===== src/rtl/cpu_datapath_regs_if.sv =====
// Synchronous main-memory bus between the datapath register stage and memory.
interface cpu_datapath_regs_if #(
   parameter int unsigned ADDR_W = 8,
   parameter int unsigned DATA_W = 16
);
   logic              mem_en;
   logic              mem_we;
   logic [ADDR_W-1:0] mem_addr;
   logic [DATA_W-1:0] mem_wdata;
   logic [DATA_W-1:0] mem_rdata;

   modport master (
      output mem_en, mem_we, mem_addr, mem_wdata,
      input  mem_rdata
   );

   modport slave (
      input  mem_en, mem_we, mem_addr, mem_wdata,
      output mem_rdata
   );
endinterface


===== src/rtl/cpu_datapath_regs.sv =====
// Register-transfer stage executing the CU's rising-edge micro-ops on PC/MAR/MBR/IR/BR.
// Optional DP_TRACE_EN adds trace_valid/trace_pc reporting each instruction fetch address.
module cpu_datapath_regs #(
   parameter int unsigned      DATA_W   = 16,
   parameter int unsigned      ADDR_W   = 8,
   parameter logic [ADDR_W-1:0] PC_RESET = '0
) (
   input  logic                clk,
   input  logic                rst_n,
   input  logic [15:0]         ctrl,
   input  logic [DATA_W-1:0]   acc_value,
   cpu_datapath_regs_if.master mem,
   output logic [7:0]          ir,
   output logic [DATA_W-1:0]   br,
   output logic [ADDR_W-1:0]   pc
`ifdef DP_TRACE_EN
   ,
   output logic                trace_valid,
   output logic [ADDR_W-1:0]   trace_pc
`endif
);

   localparam int unsigned UOP_W  = 9;
   localparam int unsigned IR_W   = 8;
   // Micro-op positions within ctrl[11:3]
   localparam int unsigned U_INC  = 0;
   localparam int unsigned U_JMP  = 1;
   localparam int unsigned U_MPC  = 2;
   localparam int unsigned U_MMB  = 3;
   localparam int unsigned U_RD   = 4;
   localparam int unsigned U_WR   = 5;
   localparam int unsigned U_IR   = 6;
   localparam int unsigned U_BR   = 7;
   localparam int unsigned U_ACC  = 8;

   logic [UOP_W-1:0]  uop;
   logic [UOP_W-1:0]  fire;
   logic              rd_fire;
   logic              wr_fire;

   logic [UOP_W-1:0]  prev_q,  prev_d;
   logic [ADDR_W-1:0] pc_q,    pc_d;
   logic [ADDR_W-1:0] mar_q,   mar_d;
   logic [DATA_W-1:0] mbr_q,   mbr_d;
   logic [IR_W-1:0]   ir_q,    ir_d;
   logic [DATA_W-1:0] br_q,    br_d;
   logic              pend_q,  pend_d;
`ifdef DP_TRACE_EN
   logic              tvld_q,  tvld_d;
   logic [ADDR_W-1:0] tpc_q,   tpc_d;
`endif

   // Sequencing and ALU-op fields belong to other blocks
   logic unused_ctrl;
   assign unused_ctrl = ^{ctrl[2:0], ctrl[15:12]};

   assign uop = ctrl[11:3];

   // Next-state: each micro-op acts once on its rising edge, sourcing pre-edge values
   always_comb begin
      fire    = uop & ~prev_q;
      wr_fire = fire[U_WR];
      rd_fire = fire[U_RD] & ~fire[U_WR];

      prev_d  = uop;
      pc_d    = pc_q;
      mar_d   = mar_q;
      mbr_d   = mbr_q;
      ir_d    = ir_q;
      br_d    = br_q;
      pend_d  = rd_fire;
`ifdef DP_TRACE_EN
      tvld_d  = fire[U_IR];
      tpc_d   = tpc_q;
`endif

      if (fire[U_JMP])      pc_d = mbr_q[ADDR_W-1:0];
      else if (fire[U_INC]) pc_d = pc_q + ADDR_W'(1);

      if (fire[U_MMB])      mar_d = mbr_q[ADDR_W-1:0];
      else if (fire[U_MPC]) mar_d = pc_q;

      // ACC load wins; an in-flight read's data is simply dropped
      if (fire[U_ACC])      mbr_d = acc_value;
      else if (pend_q)      mbr_d = mem.mem_rdata;

      if (fire[U_IR])       ir_d = mbr_q[DATA_W-1:DATA_W-IR_W];
      if (fire[U_BR])       br_d = mbr_q;
`ifdef DP_TRACE_EN
      if (fire[U_IR])       tpc_d = mar_q;
`endif
   end

   always_ff @(posedge clk or negedge rst_n) begin
      if (!rst_n) begin
         prev_q <= '0;
         pc_q   <= PC_RESET;
         mar_q  <= '0;
         mbr_q  <= '0;
         ir_q   <= '0;
         br_q   <= '0;
         pend_q <= 1'b0;
`ifdef DP_TRACE_EN
         tvld_q <= 1'b0;
         tpc_q  <= '0;
`endif
      end else begin
         prev_q <= prev_d;
         pc_q   <= pc_d;
         mar_q  <= mar_d;
         mbr_q  <= mbr_d;
         ir_q   <= ir_d;
         br_q   <= br_d;
         pend_q <= pend_d;
`ifdef DP_TRACE_EN
         tvld_q <= tvld_d;
         tpc_q  <= tpc_d;
`endif
      end
   end

   // Strobes are combinational from the fire cycle so the access lines up with the edge
   assign mem.mem_en    = rd_fire | wr_fire;
   assign mem.mem_we    = wr_fire;
   assign mem.mem_addr  = mar_q;
   assign mem.mem_wdata = mbr_q;

   assign ir = ir_q;
   assign br = br_q;
   assign pc = pc_q;
`ifdef DP_TRACE_EN
   assign trace_valid = tvld_q;
   assign trace_pc    = tpc_q;
`endif

endmodule


===== src/flat_wrapper.sv =====
// flat-port wrapper written by rule: the top's interface ports become plain ports
module cpu_datapath_regs_flat 
#(
   parameter int unsigned      DATA_W   = 16,
   parameter int unsigned      ADDR_W   = 8,
   parameter logic [ADDR_W-1:0] PC_RESET = '0
)
  (clk, rst_n, ctrl, acc_value, ir, br, pc, mem_mem_en, mem_mem_we, mem_mem_addr, mem_mem_wdata, mem_mem_rdata);
  cpu_datapath_regs_if #(.ADDR_W(ADDR_W), .DATA_W(DATA_W)) mem_i ();
  input  logic clk;
  input  logic rst_n;
  input  logic [15:0] ctrl;
  input  logic [DATA_W-1:0] acc_value;
  output logic [7:0] ir;
  output logic [DATA_W-1:0] br;
  output logic [ADDR_W-1:0] pc;
  output wire logic [$bits(mem_i.mem_en)-1:0] mem_mem_en;
  output wire logic [$bits(mem_i.mem_we)-1:0] mem_mem_we;
  output wire logic [$bits(mem_i.mem_addr)-1:0] mem_mem_addr;
  output wire logic [$bits(mem_i.mem_wdata)-1:0] mem_mem_wdata;
  input wire logic [$bits(mem_i.mem_rdata)-1:0] mem_mem_rdata;
  assign mem_mem_en = mem_i.mem_en;
  assign mem_mem_we = mem_i.mem_we;
  assign mem_mem_addr = mem_i.mem_addr;
  assign mem_mem_wdata = mem_i.mem_wdata;
  assign mem_i.mem_rdata = mem_mem_rdata;
  cpu_datapath_regs #(.DATA_W(DATA_W), .ADDR_W(ADDR_W), .PC_RESET(PC_RESET)) u_core (.clk(clk), .rst_n(rst_n), .ctrl(ctrl), .acc_value(acc_value), .mem(mem_i), .ir(ir), .br(br), .pc(pc));
endmodule

===== config.mk =====
export PLATFORM = sky130hd
export DESIGN_NAME = cpu_datapath_regs_flat
export DESIGN_NICKNAME = d
export VERILOG_FILES = /design/src/rtl/cpu_datapath_regs_if.sv /design/src/rtl/cpu_datapath_regs.sv /design/src/flat_wrapper.sv
export SDC_FILE = /design/constraint.sdc
export NUM_CORES = 1
export LEC_CHECK = 0
export CORE_UTILIZATION = 43
export CTS_CLUSTER_SIZE = 40
export DETAILED_ROUTE_END_ITERATION = 10
export GPL_ROUTABILITY_DRIVEN = 0
export PLACE_DENSITY_LB_ADDON = 0.15
export SYNTH_ARGS = -nofsm -noshare
export SYNTH_HDL_FRONTEND = slang
export SYNTH_SLANG_ARGS = --single-unit

===== constraint.sdc =====
create_clock -name clk -period 2.1 [get_ports clk]
set_input_delay 0.315 -clock clk [delete_from_list [all_inputs] [get_ports clk]]
set_output_delay 0.315 -clock clk [all_outputs]
set_load 0.01 [all_outputs]

==> results.txt, run 1 <==
----------------------------------------------------
[Clock tree]
  Inserted Clock Buffers ... 9
  CTS Buffer Depth ... 2
  Clock tree from TritonCTS ... yes
  Number of H-tree levels ... 3
  Number of clock sinks ... 66
  Setup Buffers After CTS ... 0
  Clock root buffer ... sky130_fd_sc_hd__clkbuf_8
  Count of hold buffers inserted by post-cts repair ... 0
  Later-pin clock latency in the skew report ... 330 ps
  Quantity of gates resized following cts ... 0
  Post-CTS clock slew at the launch and capture registers of the worst setup and hold paths ... 70 ps

[Worst setup path]
  CP Data Arrival Time ... 1640 ps
  Number of buffer and inverter instances along the worst setup path ... 2
  Reg2reg start ... u_core.pc[2]
  Capturing element type of the critical path ... output pin
  CP Launch Type ... input port
  Largest delay share family, worst path ... buffers and inverters
  Critical Path RT ... 1780 ps
  Cells along the critical path ... clkdlybuf4s50_1, nor2b_1, nand2b_1, clkdlybuf4s50_1
  Library cell appearing most often on the critical path ... sky130_fd_sc_hd__clkdlybuf4s50_1
  Largest driver fanout on the critical path ... 3
  Slowest library cell on the worst path ... sky130_fd_sc_hd__clkdlybuf4s50_1
  Capture point of the worst reg-to-reg path ... u_core.pc[7]
  R2r worst-path depth ... 3
  Slack of the worst reg-to-reg path ... 730 ps
  Delay of the slowest cell on the worst path ... 530 ps
  WS Path Type ... in -> out

[Synth]
  Most frequent cell after synthesis ... sky130_fd_sc_hd__dfrtp_1
  Post-Synth XOR/XNOR Area ... 0.637%
  Most numerous cell types in the synthesized netlist ... sky130_fd_sc_hd__dfrtp_1, sky130_fd_sc_hd__mux2i_1, sky130_fd_sc_hd__mux2_2, sky130_fd_sc_hd__o21ai_0
  Warning count from the yosys run ... 0
  Async SR Flop Fraction ... 100%
  Register bit total from synthesis ... 66
  Ys flop type ... sky130_fd_sc_hd__dfrtp_1
  Adder-Cell Fraction of Synth Area ... 0.455%
  Basic-gate share of the synthesized area counting and, or, nand and nor cells ... 9.33%
  Number of enable flip-flop cells after synthesis ... 0
  Main combinational cell family by area after synthesis ... multiplexers
  Complex-gate fraction of the synthesized area ... 7.42%
  Most area-consuming cells after synthesis ... sky130_fd_sc_hd__dfrtp_1, sky130_fd_sc_hd__mux2i_1, sky130_fd_sc_hd__mux2_2
  Multiplexer fraction of the synthesized cell area ... 19.3%
  Synthesized instance count ... 223
  Post-Synthesis Cell Area ... 2750 um^2
  Sequential fraction of the synthesis area ... 60.1%
  Average cell area after synthesis ... 12.3 um^2
  Count of different cell masters after synthesis ... 25
  Synthesized net count ... 274
  Synth top area share ... 60.1%
  Most area-hungry cell type in the Yosys netlist ... sky130_fd_sc_hd__dfrtp_1

[Finish]
  Post-Layout Inst Area ... 4000 um^2
  Layout net count ... 381
  Final Util ... 66.0%
  Antenna cell count ... 0
  P&R area growth vs syn ... 45.5%
  Fraction of final layout cells with drive strength greater than 1 ... 14.4%
  Final std cells w/o fill ... 409
  Fillers ... 501

[STA]
  Final critical-path share of the clock period ... 92.9%
  Final Max Tran Viols ... 0
  Worst Clk Skew ... 7.18 ps
  Worst Tran Pin Value ... 606 ps
  Setup WS post-layout ... 149 ps
  Count of final hold-check violations ... 0
  Highest clock rate ... 513 MHz
  Final critical path time including I/O delays and setup ... 1950 ps
  RSZ-0062 raised after global routing ... false
  Smallest hold slack ... 15.6 ps
  Number of setup violations in the final report ... 0
  Setup total negative slack ... 0 ps
  Max-slew headroom at the worst pin ... 59.6%

[Detailed routing]
  Routed len/inst ... 14.9 um
  Starting DRT DRC Count ... 34
  DRC ... 0
  Detail-routed via count per cell ... 5.02
  DR vias ... 2052
  Final Routed Wirelength ... 6100 um
  Initial DRT Pass Iterations ... 4
  Antenna-violating nets left ... 0

[Flow run]
  Number of max-cap violations ... 0

[Global route]
  Via count of the first global-routing pass ... 2053
  Antenna violations before repair ... 0
  Maximum number of pins on one net before global-route repair ... 35
  Total overflow reported by the global router ... 0
  First-pass GRT wire length ... 10100 um
  Global Route Usage Sum ... 20.5%

[Place]
  Cells after DPL ... 394
  HPWL Detailed ... 4490 um
  Area of placed instances ... 3830 um^2
  Worst setup slack after placement ... 133 ps
  Count of buffers inserted at the top-level ports ... 100

[Outcome]
  Outcome ... complete, no violations

[Floorplan]
  Top Ports ... 108
  Overall die width ... 82.0 um
  Number of rows in the core area ... 28
  Placeable core region ... 6060 um^2
  Die area ... 6720 um^2
  Starting density of the core ... 45.4%
  Chip height ... 82.0 um

[Hold path]
  Hold/Removal Path Class ... in -> async

[Power]
  Static leakage ... 1.71 nW
  Power, Total ... 3.70 mW
  Power per unit of standard cell area ... 925 nW/um^2
  VDD IR-drop max ... 486 uV

----------------------------------------------------
-- state kept, by name (all words and copies together) (netlist names) --
register / cells
u_core.br: 16
u_core.mem.mem_wdata: 16
u_core.prev_q: 9
u_core.ir: 8
u_core.mem.mem_addr: 8
u_core.pc: 8
u_core.pend_q: 1
-- worst max-delay path by stage --
stage | from | to | slack, ps | cells after the start
2_1_floorplan | u_core.pc[0] | u_core.pc[4] | 850 | 4
3_3_place_gp | ctrl[8] | mem_mem_en | 180 | 4
3_5_place_dp | ctrl[8] | mem_mem_en | 130 | 4
4_1_cts | ctrl[8] | mem_mem_en | 140 | 4
5_1_grt | ctrl[8] | mem_mem_en | 70 | 4
6_report | ctrl[8] | mem_mem_en | 150 | 4
-- power breakdown --
part	internal (mW)	switching (mW)
combinational	0.659	0.405
sequential	1.51	0.206
clock	0.481	0.442
-- layer usage --
metal	up-vias	routed length [um]	part of all wire [%]	track usage [%]
met5	-	0	0	0
met4	0	97	1.6	8.95
met3	10	401	6.6	6.33
met2	63	2900	48	32.2
met1	987	2700	44	25.9
li1	992	-	-	-
-- cells in the final DEF (no fill, tap or decap), types with 7 or more instances in the layout --
master,instances
sky130_fd_sc_hd__mux2i_1,26
sky130_fd_sc_hd__dfrtp_1,66
sky130_fd_sc_hd__nor2_1,16
sky130_fd_sc_hd__nand2b_1,7
sky130_fd_sc_hd__nand2_1,16
sky130_fd_sc_hd__a21oi_1,11
sky130_fd_sc_hd__buf_4,9
sky130_fd_sc_hd__clkbuf_8,11
sky130_fd_sc_hd__o21ai_0,20
sky130_fd_sc_hd__mux2_2,22
sky130_fd_sc_hd__clkdlybuf4s50_1,99
-- layout make-up --
class                           instances  area, um^2  share of cell area, %
Sequential cell                        66        1650                   41.3
Timing Repair Buffer                  109        1060                   26.6
Multi-Input combinational cell        144        1020                   25.6
Clock buffer                           12         155                   3.88
Tap cell                               75        93.8                   2.34
Clock inverter                          3        15.0                  0.375
-- cells by family after synthesis --
family	Yosys count
XOR/XNOR	2
AND/OR/NAND/NOR	53
buffers and inverters	13
flip-flops	66
AO/OA/AOI/OAI	38
adder cells (fa/ha/maj)	1
multiplexers	50
Note: power is estimated with default switching activity, not from simulation.
==> run 2, diff against run 1 <==
- CELL_PAD_IN_SITES_DETAIL_PLACEMENT: unset -> 0
- CELL_PAD_IN_SITES_GLOBAL_PLACEMENT: unset -> 1
- CORE_UTILIZATION: 43 -> 36
==> results.txt, run 2 (synthesized netlist as in run 1, its figures left out) <==
----------------------------------------------------
[Finish]
  Final std cells w/o fill ... 432 (was 409)
  Antenna cell count ... 0 (unchanged)
  Fillers ... 646 (was 501)
  Storage cell area ... 1650 um^2 (unchanged)
  P&R area growth vs syn ... 46.8% (was 45.5%)
  Area taken by multi-input logic gates ... 1020 um^2 (unchanged)
  Final Util ... 55.1% (was 66.0%)
  Most common cell after layout, fill and taps aside ... sky130_fd_sc_hd__clkdlybuf4s50_1 (unchanged)
  Commonest non-fill, non-tap cells in the layout ... sky130_fd_sc_hd__clkdlybuf4s50_1, sky130_fd_sc_hd__dfrtp_1, sky130_fd_sc_hd__mux2i_1 (unchanged)
  Fraction of final layout cells with drive strength greater than 1 ... 13.8% (was 14.4%)
  Post-Layout Inst Area ... 4040 um^2 (was 4000 um^2)
  Layout net count ... 381 (unchanged)

[Floorplan]
  Top Ports ... 108 (unchanged)
  Number of rows in the core area ... 31 (was 28)
  Placeable core region ... 7330 um^2 (was 6060 um^2)
  Chip height ... 89.4 um (was 82.0 um)
  Overall die width ... 89.4 um (was 82.0 um)
  Starting density of the core ... 37.5% (was 45.4%)
  Die area ... 7990 um^2 (was 6720 um^2)

[STA]
  Count of final hold-check violations ... 0 (unchanged)
  Number of setup violations in the final report ... 0 (unchanged)
  Final critical path time including I/O delays and setup ... 1960 ps (was 1950 ps)
  Setup total negative slack ... 0 ps (unchanged)
  Highest clock rate ... 510 MHz (was 513 MHz)
  Worst Clk Skew ... 6.24 ps (was 7.18 ps)
  Final critical-path share of the clock period ... 93.4% (was 92.9%)
  Final Max Tran Viols ... 0 (unchanged)
  RSZ-0062 raised after global routing ... false (unchanged)
  Worst Tran Pin Value ... 576 ps (was 606 ps)
  Max-slew headroom at the worst pin ... 61.6% (was 59.6%)

[Place]
  HPWL Detailed ... 4340 um (was 4490 um)
  Cells after DPL ... 417 (was 394)
  Area of placed instances ... 3870 um^2 (was 3830 um^2)
  Count of buffers inserted at the top-level ports ... 100 (unchanged)

[Worst setup path]
  R2r worst-path depth ... 4 (was 3)
  Largest driver fanout on the critical path ... 3 (unchanged)
  WS Path Type ... in -> out (unchanged)
  Reg2reg start ... u_core.pc[1] (was u_core.pc[2])
  Delay of the slowest cell on the worst path ... 530 ps (about the same)
  Worst setup path startpoint ... ctrl[8] (unchanged)
  Capturing element type of the critical path ... output pin (unchanged)
  Critical Path RT ... 1780 ps (about the same)
  CP Launch Type ... input port (unchanged)
  Slowest library cell on the worst path ... sky130_fd_sc_hd__clkdlybuf4s50_1 (unchanged)
  Slack of the worst reg-to-reg path ... 770 ps (was 730 ps)
  Library cell appearing most often on the critical path ... sky130_fd_sc_hd__clkdlybuf4s50_1 (unchanged)
  Capture point of the worst reg-to-reg path ... u_core.pc[4] (was u_core.pc[7])
  Cells along the critical path ... clkdlybuf4s50_1, nor2b_1, nand2b_1, clkdlybuf4s50_1 (unchanged)
  Capture point of the worst path ... mem_mem_en (unchanged)
  CP Data Arrival Time ... 1650 ps (was 1640 ps)

[Power]
  Power per unit of standard cell area ... 906 nW/um^2 (was 925 nW/um^2)
  Power, Total ... 3.66 mW (was 3.70 mW)
  VDD IR-drop max ... 355 uV (was 486 uV)
  Static leakage ... 1.70 nW (was 1.71 nW)

[Hold path]
  Hold/Removal Path Class ... in -> async (unchanged)

[Detailed routing]
  DR vias ... 2044 (was 2052)
  Final Routed Wirelength ... 6100 um (about the same)
  DRC ... 0 (unchanged)
  Antenna-violating nets left ... 0 (unchanged)
  Detail-routed via count per cell ... 4.73 (was 5.02)
  Starting DRT DRC Count ... 67 (was 34)
  Initial DRT Pass Iterations ... 4 (unchanged)
  Routed len/inst ... 14.1 um (was 14.9 um)

[Global route]
  Total overflow reported by the global router ... 0 (unchanged)
  First-pass GRT wire length ... 9740 um (was 10100 um)
  Global Route Usage Sum ... 16.7% (was 20.5%)
  Maximum number of pins on one net before global-route repair ... 56 (was 35)
  Antenna violations before repair ... 0 (unchanged)
  Via count of the first global-routing pass ... 1932 (was 2053)

[Clock tree]
  Number of clock sinks ... 66 (unchanged)
  Clock tree from TritonCTS ... yes (unchanged)
  Inserted Clock Buffers ... 9 (unchanged)
  CTS Buffer Depth ... 2 (unchanged)
  Clock root buffer ... sky130_fd_sc_hd__clkbuf_8 (unchanged)
  Post-CTS clock slew at the launch and capture registers of the worst setup and hold paths ... 70 ps (about the same)
  Number of H-tree levels ... 3 (unchanged)
  Later-pin clock latency in the skew report ... 330 ps (about the same)

[Flow run]
  Number of max-cap violations ... 0 (unchanged)

[Outcome]
  Outcome ... complete, no violations (unchanged)

----------------------------------------------------
[run 2: cell count changes in the layout (fill, tap and decap cells not counted)]
cell / change
sky130_fd_sc_hd__buf_4: -2
sky130_fd_sc_hd__buf_12: +1
sky130_fd_sc_hd__clkbuf_8: -1
sky130_fd_sc_hd__clkinv_2: -1
sky130_fd_sc_hd__clkinvlp_4: +1
sky130_fd_sc_hd__dlygate4sd3_1: +1
[run 2: layout make-up]
| cell class | instances | area share (%) |
|---|---|---|
| Clock buffer | 11 | 3.50 |
| Sequential cell | 66 | 40.9 |
| Clock inverter | 3 | 0.434 |
| Multi-Input combinational cell | 144 | 25.4 |
| Timing Repair Buffer | 109 | 26.7 |
| Tap cell | 99 | 3.07 |
[run 2: worst min path at each step]
stage / slack [ps] / startpoint / endpoint / cells after the start
after floorplan: 20 / rst_n / u_core.br[0] / 0
after global placement: 220 / rst_n / u_core.prev_q[7] / 1
after detailed placement: 230 / rst_n / u_core.prev_q[7] / 1
after CTS: 410 / rst_n / u_core.pend_q / 2
after global routing: 430 / rst_n / u_core.pend_q / 2
final: 410 / rst_n / u_core.pend_q / 2
[run 2: where the power goes]
part           total, mW  leakage [nW]  internal, mW  switching (mW)
Combinational       1.06         0.838         0.662           0.400
Sequential          1.71         0.785          1.51           0.197
Clock              0.888        0.0810         0.444           0.445
Total               3.66          1.70          2.61            1.04
[run 2: critical path, delay by kind of cell]
| kind | cells | cell delay, ps |
|---|---|---|
| buffers and inverters | 2 | 1000 |
| AND/OR/NAND/NOR | 2 | 330 |
[run 2: what timing repair did]
item	4_1_cts	5_1_grt
hold buffers	1	0
resized for setup	0	0
endpoints found under the hold margin	11	0
buffers inserted	0	0
[run 2: layer usage]
| layer | global-route usage [%] | share of wire [%] | up-vias |
|---|---|---|---|
| li1 | - | - | 993 |
| met4 | 7.79 | 1.5 | 0 |
| met5 | 0 | 0 | - |
| met3 | 5.54 | 7.4 | 9 |
| met1 | 21.5 | 44 | 975 |
| met2 | 25.6 | 47 | 67 |
[run 2: per-stage QoR]
stage / hold WS, ps / setup slack (ps)
after floorplan: 19.4 / 846
after global placement: 223 / 181
after detailed placement: 231 / 136
after CTS: 413 / 140
after global routing: 432 / 34.0
final: 406 / 138
